[src/rtl/alu_arb_seq.sv]
// Two-requester round-robin front end for one shared 8-bit ALU.
// A granted request is either issued to the ALU for WAIT_CYC cycles and then
// captured, or, for an illegal opcode, answered at once with an error response.
// Only one operation is in flight at a time.
module alu_arb_seq #(
  parameter int WAIT_CYC = 1
) (
  input  logic        clk,
  input  logic        rst_n,
  input  logic [1:0]  req_valid,
  output logic [1:0]  req_ready,
  input  logic [15:0] req_a,
  input  logic [15:0] req_b,
  input  logic [7:0]  req_sel,
  output logic [7:0]  alu_a,
  output logic [7:0]  alu_b,
  output logic [3:0]  alu_sel,
  input  logic [7:0]  alu_out,
  input  logic        alu_cout,
  output logic        rsp_valid,
  input  logic        rsp_ready,
  output logic        rsp_id,
  output logic [7:0]  rsp_data,
  output logic        rsp_cout,
  output logic        rsp_err,
  output logic        busy
);

  typedef enum logic [1:0] {IDLE, ISSUE, CAPTURE, RESP} state_t;

  // Counter starts at WAIT_CYC-1 so ISSUE lasts exactly WAIT_CYC cycles.
  localparam logic [3:0] CNT_INIT = 4'(WAIT_CYC - 1);

  state_t      state_q, state_d;
  logic        ptr_q, ptr_d;
  logic [3:0]  cnt_q, cnt_d;
  logic [7:0]  alu_a_q, alu_a_d;
  logic [7:0]  alu_b_q, alu_b_d;
  logic [3:0]  alu_sel_q, alu_sel_d;
  logic        rsp_id_q, rsp_id_d;
  logic [7:0]  rsp_data_q, rsp_data_d;
  logic        rsp_cout_q, rsp_cout_d;
  logic        rsp_err_q, rsp_err_d;

  logic        gnt_vld;
  logic        gnt_idx;
  logic        accept;
  logic [7:0]  acc_a;
  logic [7:0]  acc_b;
  logic [3:0]  acc_sel;
  logic        acc_legal;

  // Round-robin grant: the pointer only breaks ties when both requesters are valid.
  always_comb begin
    gnt_vld = 1'b0;
    gnt_idx = ptr_q;
    case (req_valid)
      2'b01:   begin gnt_vld = 1'b1; gnt_idx = 1'b0;  end
      2'b10:   begin gnt_vld = 1'b1; gnt_idx = 1'b1;  end
      2'b11:   begin gnt_vld = 1'b1; gnt_idx = ptr_q; end
      default: begin gnt_vld = 1'b0; gnt_idx = ptr_q; end
    endcase
  end

  assign accept    = (state_q == IDLE) && gnt_vld;
  assign req_ready = accept ? (2'b01 << gnt_idx) : 2'b00;

  // Only the granted requester's fields reach the state logic.
  assign acc_a     = gnt_idx ? req_a[15:8]  : req_a[7:0];
  assign acc_b     = gnt_idx ? req_b[15:8]  : req_b[7:0];
  assign acc_sel   = gnt_idx ? req_sel[7:4] : req_sel[3:0];
  // Illegal opcodes are exactly the odd codes above 1000 (1001, 1011, 1101, 1111).
  assign acc_legal = !(acc_sel[3] && acc_sel[0]);

  // Next-state and datapath-load logic; every register holds unless told otherwise.
  always_comb begin
    state_d    = state_q;
    ptr_d      = ptr_q;
    cnt_d      = cnt_q;
    alu_a_d    = alu_a_q;
    alu_b_d    = alu_b_q;
    alu_sel_d  = alu_sel_q;
    rsp_id_d   = rsp_id_q;
    rsp_data_d = rsp_data_q;
    rsp_cout_d = rsp_cout_q;
    rsp_err_d  = rsp_err_q;
    case (state_q)
      IDLE: begin
        if (accept) begin
          ptr_d    = ~gnt_idx;
          rsp_id_d = gnt_idx;
          if (acc_legal) begin
            alu_a_d   = acc_a;
            alu_b_d   = acc_b;
            alu_sel_d = acc_sel;
            cnt_d     = CNT_INIT;
            state_d   = ISSUE;
          end else begin
            // ALU ports keep the previous operation; answer with an error.
            rsp_data_d = 8'h00;
            rsp_cout_d = 1'b0;
            rsp_err_d  = 1'b1;
            state_d    = RESP;
          end
        end
      end
      ISSUE: begin
        if (cnt_q == 4'd0) begin
          state_d = CAPTURE;
        end else begin
          cnt_d = cnt_q - 4'd1;
        end
      end
      CAPTURE: begin
        rsp_data_d = alu_out;
        rsp_cout_d = alu_cout;
        rsp_err_d  = 1'b0;
        state_d    = RESP;
      end
      RESP: begin
        if (rsp_ready) begin
          state_d = IDLE;
        end
      end
      default: state_d = IDLE;
    endcase
  end

  // State and datapath registers; reset drops any in-flight operation.
  always_ff @(posedge clk or negedge rst_n) begin
    if (!rst_n) begin
      state_q    <= IDLE;
      ptr_q      <= 1'b0;
      cnt_q      <= 4'd0;
      alu_a_q    <= 8'h00;
      alu_b_q    <= 8'h00;
      alu_sel_q  <= 4'h0;
      rsp_id_q   <= 1'b0;
      rsp_data_q <= 8'h00;
      rsp_cout_q <= 1'b0;
      rsp_err_q  <= 1'b0;
    end else begin
      state_q    <= state_d;
      ptr_q      <= ptr_d;
      cnt_q      <= cnt_d;
      alu_a_q    <= alu_a_d;
      alu_b_q    <= alu_b_d;
      alu_sel_q  <= alu_sel_d;
      rsp_id_q   <= rsp_id_d;
      rsp_data_q <= rsp_data_d;
      rsp_cout_q <= rsp_cout_d;
      rsp_err_q  <= rsp_err_d;
    end
  end

  assign alu_a     = alu_a_q;
  assign alu_b     = alu_b_q;
  assign alu_sel   = alu_sel_q;
  assign rsp_valid = (state_q == RESP);
  assign rsp_id    = rsp_id_q;
  assign rsp_data  = rsp_data_q;
  assign rsp_cout  = rsp_cout_q;
  assign rsp_err   = rsp_err_q;
  assign busy      = (state_q != IDLE);

endmodule

[config.mk]
export PLATFORM = sky130hd
export DESIGN_NAME = alu_arb_seq
export DESIGN_NICKNAME = d
export VERILOG_FILES = /design/src/rtl/alu_arb_seq.sv
export SDC_FILE = /design/constraint.sdc
export NUM_CORES = 1
export LEC_CHECK = 0
export ABC_AREA = 0
export BUFFER_PORTS_ARGS = -buffer_cell sky130_fd_sc_hd__buf_2
export CAP_MARGIN = 5
export CORE_ASPECT_RATIO = 1.2
export CORE_MARGIN = 2
export CORE_UTILIZATION = 35
export CTS_CLUSTER_DIAMETER = 120
export CTS_CLUSTER_SIZE = 20
export DETAILED_ROUTE_END_ITERATION = 10
export SLEW_MARGIN = 20
export SYNTH_ARGS = -nofsm -noshare
export SYNTH_HDL_FRONTEND = slang
export SYNTH_SLANG_ARGS = --single-unit
[constraint.sdc]
create_clock -name clk -period 3.25 [get_ports clk]
set_clock_uncertainty 0.2 [all_clocks]
set_input_delay 0.65 -clock clk [delete_from_list [all_inputs] [get_ports clk]]
set_output_delay 0.65 -clock clk [all_outputs]
set_load 0.005 [all_outputs]
After elaboration in Yosys (flattened, before gate mapping). Cells that the tools add are included.

Bits in registers: 38. Bits of input ports: 54. Word-level logic and storage cells: 63.

Add/subtract/negate cells: 1. Eq/ne operators: 12. Shifts and indexed selects: 1. Muxes and demuxes: 24. Bitwise gates (word level): 2. Reductions and logical operators: 13.

Operators with widths (count): $mux 8 (4); $mux 4 (4); $pmux 8 s2 (1); $mux 2 (5); $reduce_and 3->1 (3); $eq 2x2->1 const B (4); $ne 2x2->1 const B (4); $pmux 2 s4 (1); $pmux 4 s2 (1); $pmux 1 s2 (3); $reduce_bool 2->1 (3); $mux 1 (5); $eq 2x1->1 const B (2); $logic_not 4->1 (1); $ne 2x1->1 const B (2); $reduce_and 4->1 (1); $sub 4x1->4 const B (1); $reduce_or 3->1 (1); $logic_and 1x1->1 (2); $logic_not 2->1 (1); $not 1->1 (2); $reduce_and 2->1 (1); $shl 1x1->2 const A (1).

Longest topological paths before layout. Gate-level depths: netlist (run 1).

Depth after elaboration: 7. Gate-level depth with buffers: 8. Depth with buffers taken out: 7.

Worst setup path before layout (run 1). Ideal clock, no wire load.

Path kind: input-to-output. Start point: input port req_valid[0]. End point: output port req_ready[0]. Arrival time: 1807 ps. Data required time: 2400 ps. Path slack: 593 ps. Stages on the path: 6. Path through: inv_1 ha_1 mux2i_4 buf_2 nand2_1 inv_2.

Word-level cells in the longest chain between the ends: 5.

Ends and longest elaborated chain: start: declaration (line 10) `input logic [1:0] req_valid,`; $eq 2x2->1 or $eq 2x1->1 (tied branches) (line 57) `case (req_valid)`; $reduce_or 3->1 (no source line); $mux 1 (line 57); $logic_and 1x1->1 (line 65) `assign accept = (state_q == IDLE) && gnt_vld;`; $mux 2 * (line 66) `assign req_ready = accept ? (2'b01 << gnt_idx) : 2'b00;`; end: declaration (line 11) `output logic [1:0] req_ready,`.

Mark *: on every way between the ends. The rest lies on a longest branch, timed or not.

Final worst setup path (run 1).
Start point: register state_q[1]. End point: output port req_ready[0].

Word-level cells in the longest chain between the ends: 3.

Ends and longest elaborated chain: start: declaration (line 34) `state_t state_q, state_d;`; start signal: assignment (line 143) `state_q <= state_d;`; $logic_not 2->1 (line 65); $logic_and 1x1->1 (line 65); $mux 2 (line 66).

Every way passes these cells.

==> results.cfg, run 1 <==
[logic_synthesis]
yosysSeqAreaShare_pct = 47.0
ys_ff_latch = 38
yosysUniqueCellTypes = 33
netlist_area_mm2 = 0.00202
synthCells = 204
yosysWarnings = 0
synth_fp_nets = 267
synth.avg_cell_area_um2 = 9.92

[worst_setup_path]
critPathArrivalTime_ps = 1760
path_class = flip-flop to primary output
critPathRequiredTime_ps = 2400
end_kind = primary output
path_max_fanout = 10
cp-start-kind = flip-flop
r2r_setup_slack_ps = 1080

[placement]
gp_congestion = 0.787
dp_slack_ps = 446
hpwl_mm = 3.32
place.port_buffers = 88

[global_routing]
grt_pass1_vias = 1583
grt_max_degree = 39
antenna_found_initial = 0
grt_pass1_wl_mm = 7.09
grt_overflow_total = 0
grt.total_usage_pct = 14.1

[cts]
cts_hold_buf = 0
cts_tree = built
clock_latency_ps = 280
post-cts-setup-buffer-count = 0
clock_sinks = 38
ctsLongestPathBuffers = 2
htree_levels = 2
clkTransAtPathRegs_ps = 70
cts_resized = 0
cts_buffers = 5
cts_root_buf = clkbuf_8

[detailed_routing]
first_pass_iters = 4
drcViolationCount = 0
wl_per_cell_um = 12.0
num_vias = 1718
wl_mm = 4.31
drt_iter0_drc = 28
vias_per_cell = 4.80
wl_met1_mm = 1.88
antenna_left = 0
met2_length_mm = 2.17
wl_met3_um = 227
routed.top_layer = met4

[floorplan]
start_util_pct = 36.0
die_w_um = 73.4
rows = 30
die_h_um = 87.3
core_area_mm2 = 0.00563
io_pins = 89
dieArea_mm2 = 0.00641

[job]
cap_violations = 0

[pwr]
worst_ir_drop_vdd_v = 0.000458
powerDensity_mw_per_mm2 = 856
p_leak_nw = 1.43

[timing]
max_freq_ghz = 0.383
worst_pin_slew_ps = 844
finalCriticalPeriod_ps = 2610
slew-limit-headroom_pct = 43.7
setup_tns_ps = 0
setup_viol = 0
finalMaxSlewViolations = 0
grt_setup_unrepaired = no
worst_slack_ps = 642
hold_violations = 0
fin_crit_sh_pct = 80.2

[final_layout]
drive_gt1_share_pct = 39.1
syn2layout_area_growth_pct = 28.6
nNetsFinal = 356
antenna_cells = 0

[min_path]
hold_path.class = input pin to asynchronous set/reset pin

[run_status]
outcome = complete, no violations
cell usage in the layout (no fill, tap or decap):
cell	netlist	layout
nand3_2	9	9
nor4b_1	2	2
buf_12	1	1
nor2_1	4	4
a21oi_1	7	7
ha_1	9	9
o22ai_1	1	1
nand2_1	46	46
nand2_2	1	1
clkbuf_8	0	6
o21ai_1	22	22
dfrtp_1	38	38
nor2b_1	1	1
a22oi_2	1	1
nand3_1	12	12
clkinv_1	2	2
inv_1	5	5
clkbuf_1	1	1
buf_2	5	88
buf_4	1	2
inv_2	2	2
mux2i_2	1	1
mux2i_1	20	20
mux2i_4	1	1
o211ai_1	1	1
nand4_1	1	1
nor3_1	1	1
nand2b_1	3	3
nand4b_1	1	1
mux2_4	1	1
a221o_1	1	1
a22o_1	1	1
clkinv_2	0	1
nor2_4	1	1
path summary, 6_finish.rpt:
kind                                         start                      end  cells past startpoint
max                         state_q[1]$_DFFE_PN0P_             req_ready[0]                      7
max reg2reg                 state_q[1]$_DFFE_PN0P_     cnt_q[1]$_DFFE_PN0P_                      8
min reg2reg                rsp_data[6]$_DFFE_PN0P_  rsp_data[6]$_DFFE_PN0P_                      2
max in group asynchronous                    rst_n     alu_b[7]$_DFFE_PN0P_                      1
min                                          rst_n  rsp_data[1]$_DFFE_PN0P_                      1
min in group clk           rsp_data[6]$_DFFE_PN0P_  rsp_data[6]$_DFFE_PN0P_                      2
routing by layer:
metal,vias to the layer above,track usage (%)
met5,-,0
met4,0,4.46
met3,4,3.59
met2,54,24.0
met1,787,17.5
li1,873,-
power breakdown:
group | leakage [nW] | switching, mW | total, mW | internal (mW)
Sequential | 0.478 | 0.119 | 0.814 | 0.695
Combinational | 0.908 | 0.608 | 1.08 | 0.477
Clock | 0.0482 | 0.160 | 0.331 | 0.171
cell type report:
type,instances,area [µm²]
Sequential cell,38,951
Multi-Input combinational cell,148,972
Inverter,9,33.8
Clock inverter,1,5.00
Timing Repair Buffer,91,475
Fill cell,576,3030
Tap cell,64,80.1
Clock buffer,7,86.3
stage by stage:
stage,hold slack (ps),power [mW],utilization (%),area (µm²),instances
detailed placement,256,1.93,44.6,2510,350
finish,265,2.23,46.2,2600,358
CTS,275,2.27,46.2,2600,358
global route,290,2.45,46.2,2600,358
global placement,246,1.91,44.6,2510,350
floorplan,154,1.57,-,2020,204
worst max-delay path, stage by stage (launching register included):
cell and delay [ps]:
dfrtp_1 420, inv_1 110, ha_1 280, inv_2 120, nor2_4 230, nand2_1 130
inv_2 70, buf_2 110
kinds of logic after synthesis:
| family | count (synthesis) | share of synthesized area, % |
|---|---|---|
| compound gates | 34 | 9.39 |
| simple gates | 82 | 20.6 |
| buf+inv | 18 | 5.01 |
| fa+ha+maj | 9 | 5.56 |
| flops | 38 | 47.0 |
| mux | 23 | 12.4 |
Yosys cell counts:
cell / number / area (µm²)
dfrtp_1: 38 / 951
buf_4: 1 / 7.51
o22ai_1: 1 / 6.26
buf_2: 5 / 25.0
nand2_1: 46 / 173
mux2i_2: 1 / 13.8
mux2i_4: 1 / 22.5
o21ai_1: 22 / 110
a22o_1: 1 / 8.76
buf_6: 1 / 11.3
nand4_1: 1 / 6.26
nor2_1: 4 / 15.0
mux2_4: 1 / 15.0
mux2i_1: 20 / 200
a221o_1: 1 / 10.0
nor3_1: 1 / 5.00
clkinv_1: 2 / 7.51
nand2_2: 1 / 6.26
inv_2: 2 / 7.51
o211ai_1: 1 / 7.51
a21oi_1: 7 / 35.0
nand4b_1: 1 / 8.76
a22oi_2: 1 / 12.5
nor2_4: 1 / 11.3
nand3_2: 9 / 90.1
nor4b_1: 2 / 17.5
buf_12: 1 / 20.0
ha_1: 9 / 113
inv_1: 5 / 18.8
nor2b_1: 1 / 6.26
nand3_1: 12 / 60.1
nand2b_1: 3 / 18.8
clkbuf_1: 1 / 3.75
sequential cells by signal, indices dropped and copies added, names as in the netlist, 2 cells and up:
register / cells
alu_a: 8
alu_b: 8
alu_sel: 4
cnt_q: 4
rsp_data: 8
state_q: 2
Power figures use the tool's default switching activity.
==> run 2: changes to the inputs <==
Clock period 3.25 ns to 2.51 ns, I/O delays scaled along.
==> run 2 against run 1 <==
  * Via count is 1.4% higher
  * Non-clock buffer count increased by 7
  * Hold slack got worse by 29 ps
  * Sequential cell count unchanged
  * Cell count rose by 2.0%
  * Total power up 43%
  * Sequential power up 29%
  * Critical path depth is 1 higher
  * First-iteration DRC count rose by 110%
  * Sequential share of layout area decreased by 1.7 points
  * Setup slack got worse by 480 ps
  * Critical path type is now input pin to primary output
  * Critical endpoint unchanged
  * Highest routed layer unchanged
==> results.cfg, run 2 (synthesis results as in run 1) <==
[final_layout]
antenna_cells = 0
nNetsFinal = 363
multi_input_area_um2 = 972
syn2layout_area_growth_pct = 34.9
layout.cells.most_common_list = buf_2 (88), nand2_1 (46), dfrtp_1 (38)
drive_gt1_share_pct = 40.5
fill_cells = 548
register_area_um2 = 951
layout_commonest_cell = buf_2

[worst_setup_path]
critPathBufInv = 5
cp_cell_sequence = buf_2 > inv_1 > ha_1 > mux2i_4 > buf_4 > nand2_1 > inv_2 > buf_2
path_max_fanout = 3
path_delay_family = buffers and inverters
critPathArrivalTime_ps = 1650
r2r_setup_slack_ps = 540
cp_slowest_stage_delay_ps = 320
cp_common_cell = buf_2
end_kind = primary output
path_class = input pin to primary output
cp-start-kind = input pin
critPathSlowestCell = ha_1
critPathRequiredTime_ps = 1810

[cts]
cts_buffers = 5
clock_sinks = 38
clkTransAtPathRegs_ps = 70
cts_tree = built
cts_root_buf = clkbuf_8
post-cts-setup-buffer-count = 0
clock_latency_ps = 290
ctsLongestPathBuffers = 2
cts_resized = 0
htree_levels = 2

[timing]
grt_setup_unrepaired = no
hold_violations = 0
max_freq_ghz = 0.426
finalCriticalPeriod_ps = 2350
setup_tns_ps = 0
fin_hold_ws_ps = 235
fin_crit_sh_pct = 93.6
setup_viol = 0
worst_pin_slew_ps = 321
worst_slack_ps = 161
slew-limit-headroom_pct = 78.2
finalMaxSlewViolations = 0

[pwr]
worst_ir_drop_vdd_v = 0.000505
p_sw_share_pct = 37.6
pwr-share-comb_pct = 47.3
clkPwrFrac_pct = 19.7
seq_power_share_pct = 33.0
powerDensity_mw_per_mm2 = 1170
intPower_mw = 1.99
p_leak_nw = 1.50
p_switching_mw = 1.20

[floorplan]
die_h_um = 87.3
io_pins = 89
start_util_pct = 36.0
dieArea_mm2 = 0.00641
core_area_mm2 = 0.00563
die_w_um = 73.4
rows = 30

[global_routing]
grt_max_degree = 41
grt_pass1_vias = 1655
grt_pass1_wl_mm = 7.27
antenna_found_initial = 0
grt_overflow_total = 0
grt.total_usage_pct = 14.7

[detailed_routing]
drt_iter0_drc = 59
antenna_left = 0
wl_per_cell_um = 12.2
drcViolationCount = 0
wl_mm = 4.45
num_vias = 1742
first_pass_iters = 4
vias_per_cell = 4.77

[job]
cap_violations = 0

[placement]
gp_congestion = 0.698
dp_slack_ps = 110
place.port_buffers = 88
hpwl_mm = 3.41

[min_path]
hold_path.class = input pin to flip-flop

[run_status]
outcome = complete, no violations
## run 2: changes by cell type in the layout (fill, tap and decap cells not counted)
| cell | delta |
|---|---|
| clkinv_4 | +1 |
| buf_12 | +2 |
| buf_4 | +4 |
| bufinv_16 | +2 |
| clkbuf_8 | -1 |
| clkinv_2 | -1 |
| clkbuf_1 | -1 |
| dlygate4sd3_1 | +1 |
## run 2: routing by layer
layer / GRT usage (%) / wire (µm)
met1: 17.9 / 1930
met2: 25.6 / 2240
met3: 3.24 / 222
met4: 4.46 / 54
met5: 0 / 0
## run 2: area by class of cell
type                       instances  area share, %
multi-input combinational        148           35.6
inverter                           9           1.24
sequential                        38           34.8
timing repair buffer              98           20.3
clock inverter                     3           2.52
tap                               64           2.93
clock buffer                       5           2.52
## run 2: path summary, 6_finish.rpt
check,from,end,cells after the start
max in group asynchronous,rst_n,rsp_data[5]$_DFFE_PN0P_,3
hold / removal,alu_out[0],rsp_data[0]$_DFFE_PN0P_,3
setup reg to reg,state_q[0]$_DFFE_PN0P_,cnt_q[3]$_DFFE_PN0P_,9
setup / recovery,req_valid[0],req_ready[0],8
min in group asynchronous,rst_n,rsp_data[6]$_DFFE_PN0P_,2
hold reg to reg,rsp_data[1]$_DFFE_PN0P_,rsp_data[1]$_DFFE_PN0P_,2
## run 2: metrics by stage
| step | instance area (µm²) | instances | power (mW) | utilization (%) |
|---|---|---|---|---|
| floorplan | 2020 | 204 | 2.03 | - |
| global placement | 2580 | 356 | 2.56 | 45.9 |
| detailed placement | 2580 | 356 | 2.59 | 45.9 |
| CTS | 2730 | 365 | 3.24 | 48.5 |
| global route | 2730 | 365 | 3.46 | 48.5 |
| finish | 2730 | 365 | 3.19 | 48.5 |
## run 2: power groups by stage
stage / Clock (mW) / Sequential, mW / Combinational (mW)
CTS: 0.644 / 1.06 / 1.53
detailed placement: 0 / 1.06 / 1.53
global placement: 0 / 1.06 / 1.49
floorplan: 0 / 1.08 / 0.953
finish: 0.629 / 1.05 / 1.51
global route: 0.658 / 1.10 / 1.71
## run 2: timing repair
| item | 4_1_cts | 5_1_grt |
|---|---|---|
| hold buffers | 1 | 0 |
| endpoints found under the setup margin | 0 | 0 |
| endpoints found under the hold margin | 3 | 0 |
## run 2: worst register-to-register path, stage by stage (launching register included)
cell	delay [ps]
dfrtp_1	410
inv_1	140
ha_1	290
inv_2	110
nor2_4	100
buf_4	180
nand2_2	80
buf_12	170
nand3_1	100
nand3_1	80
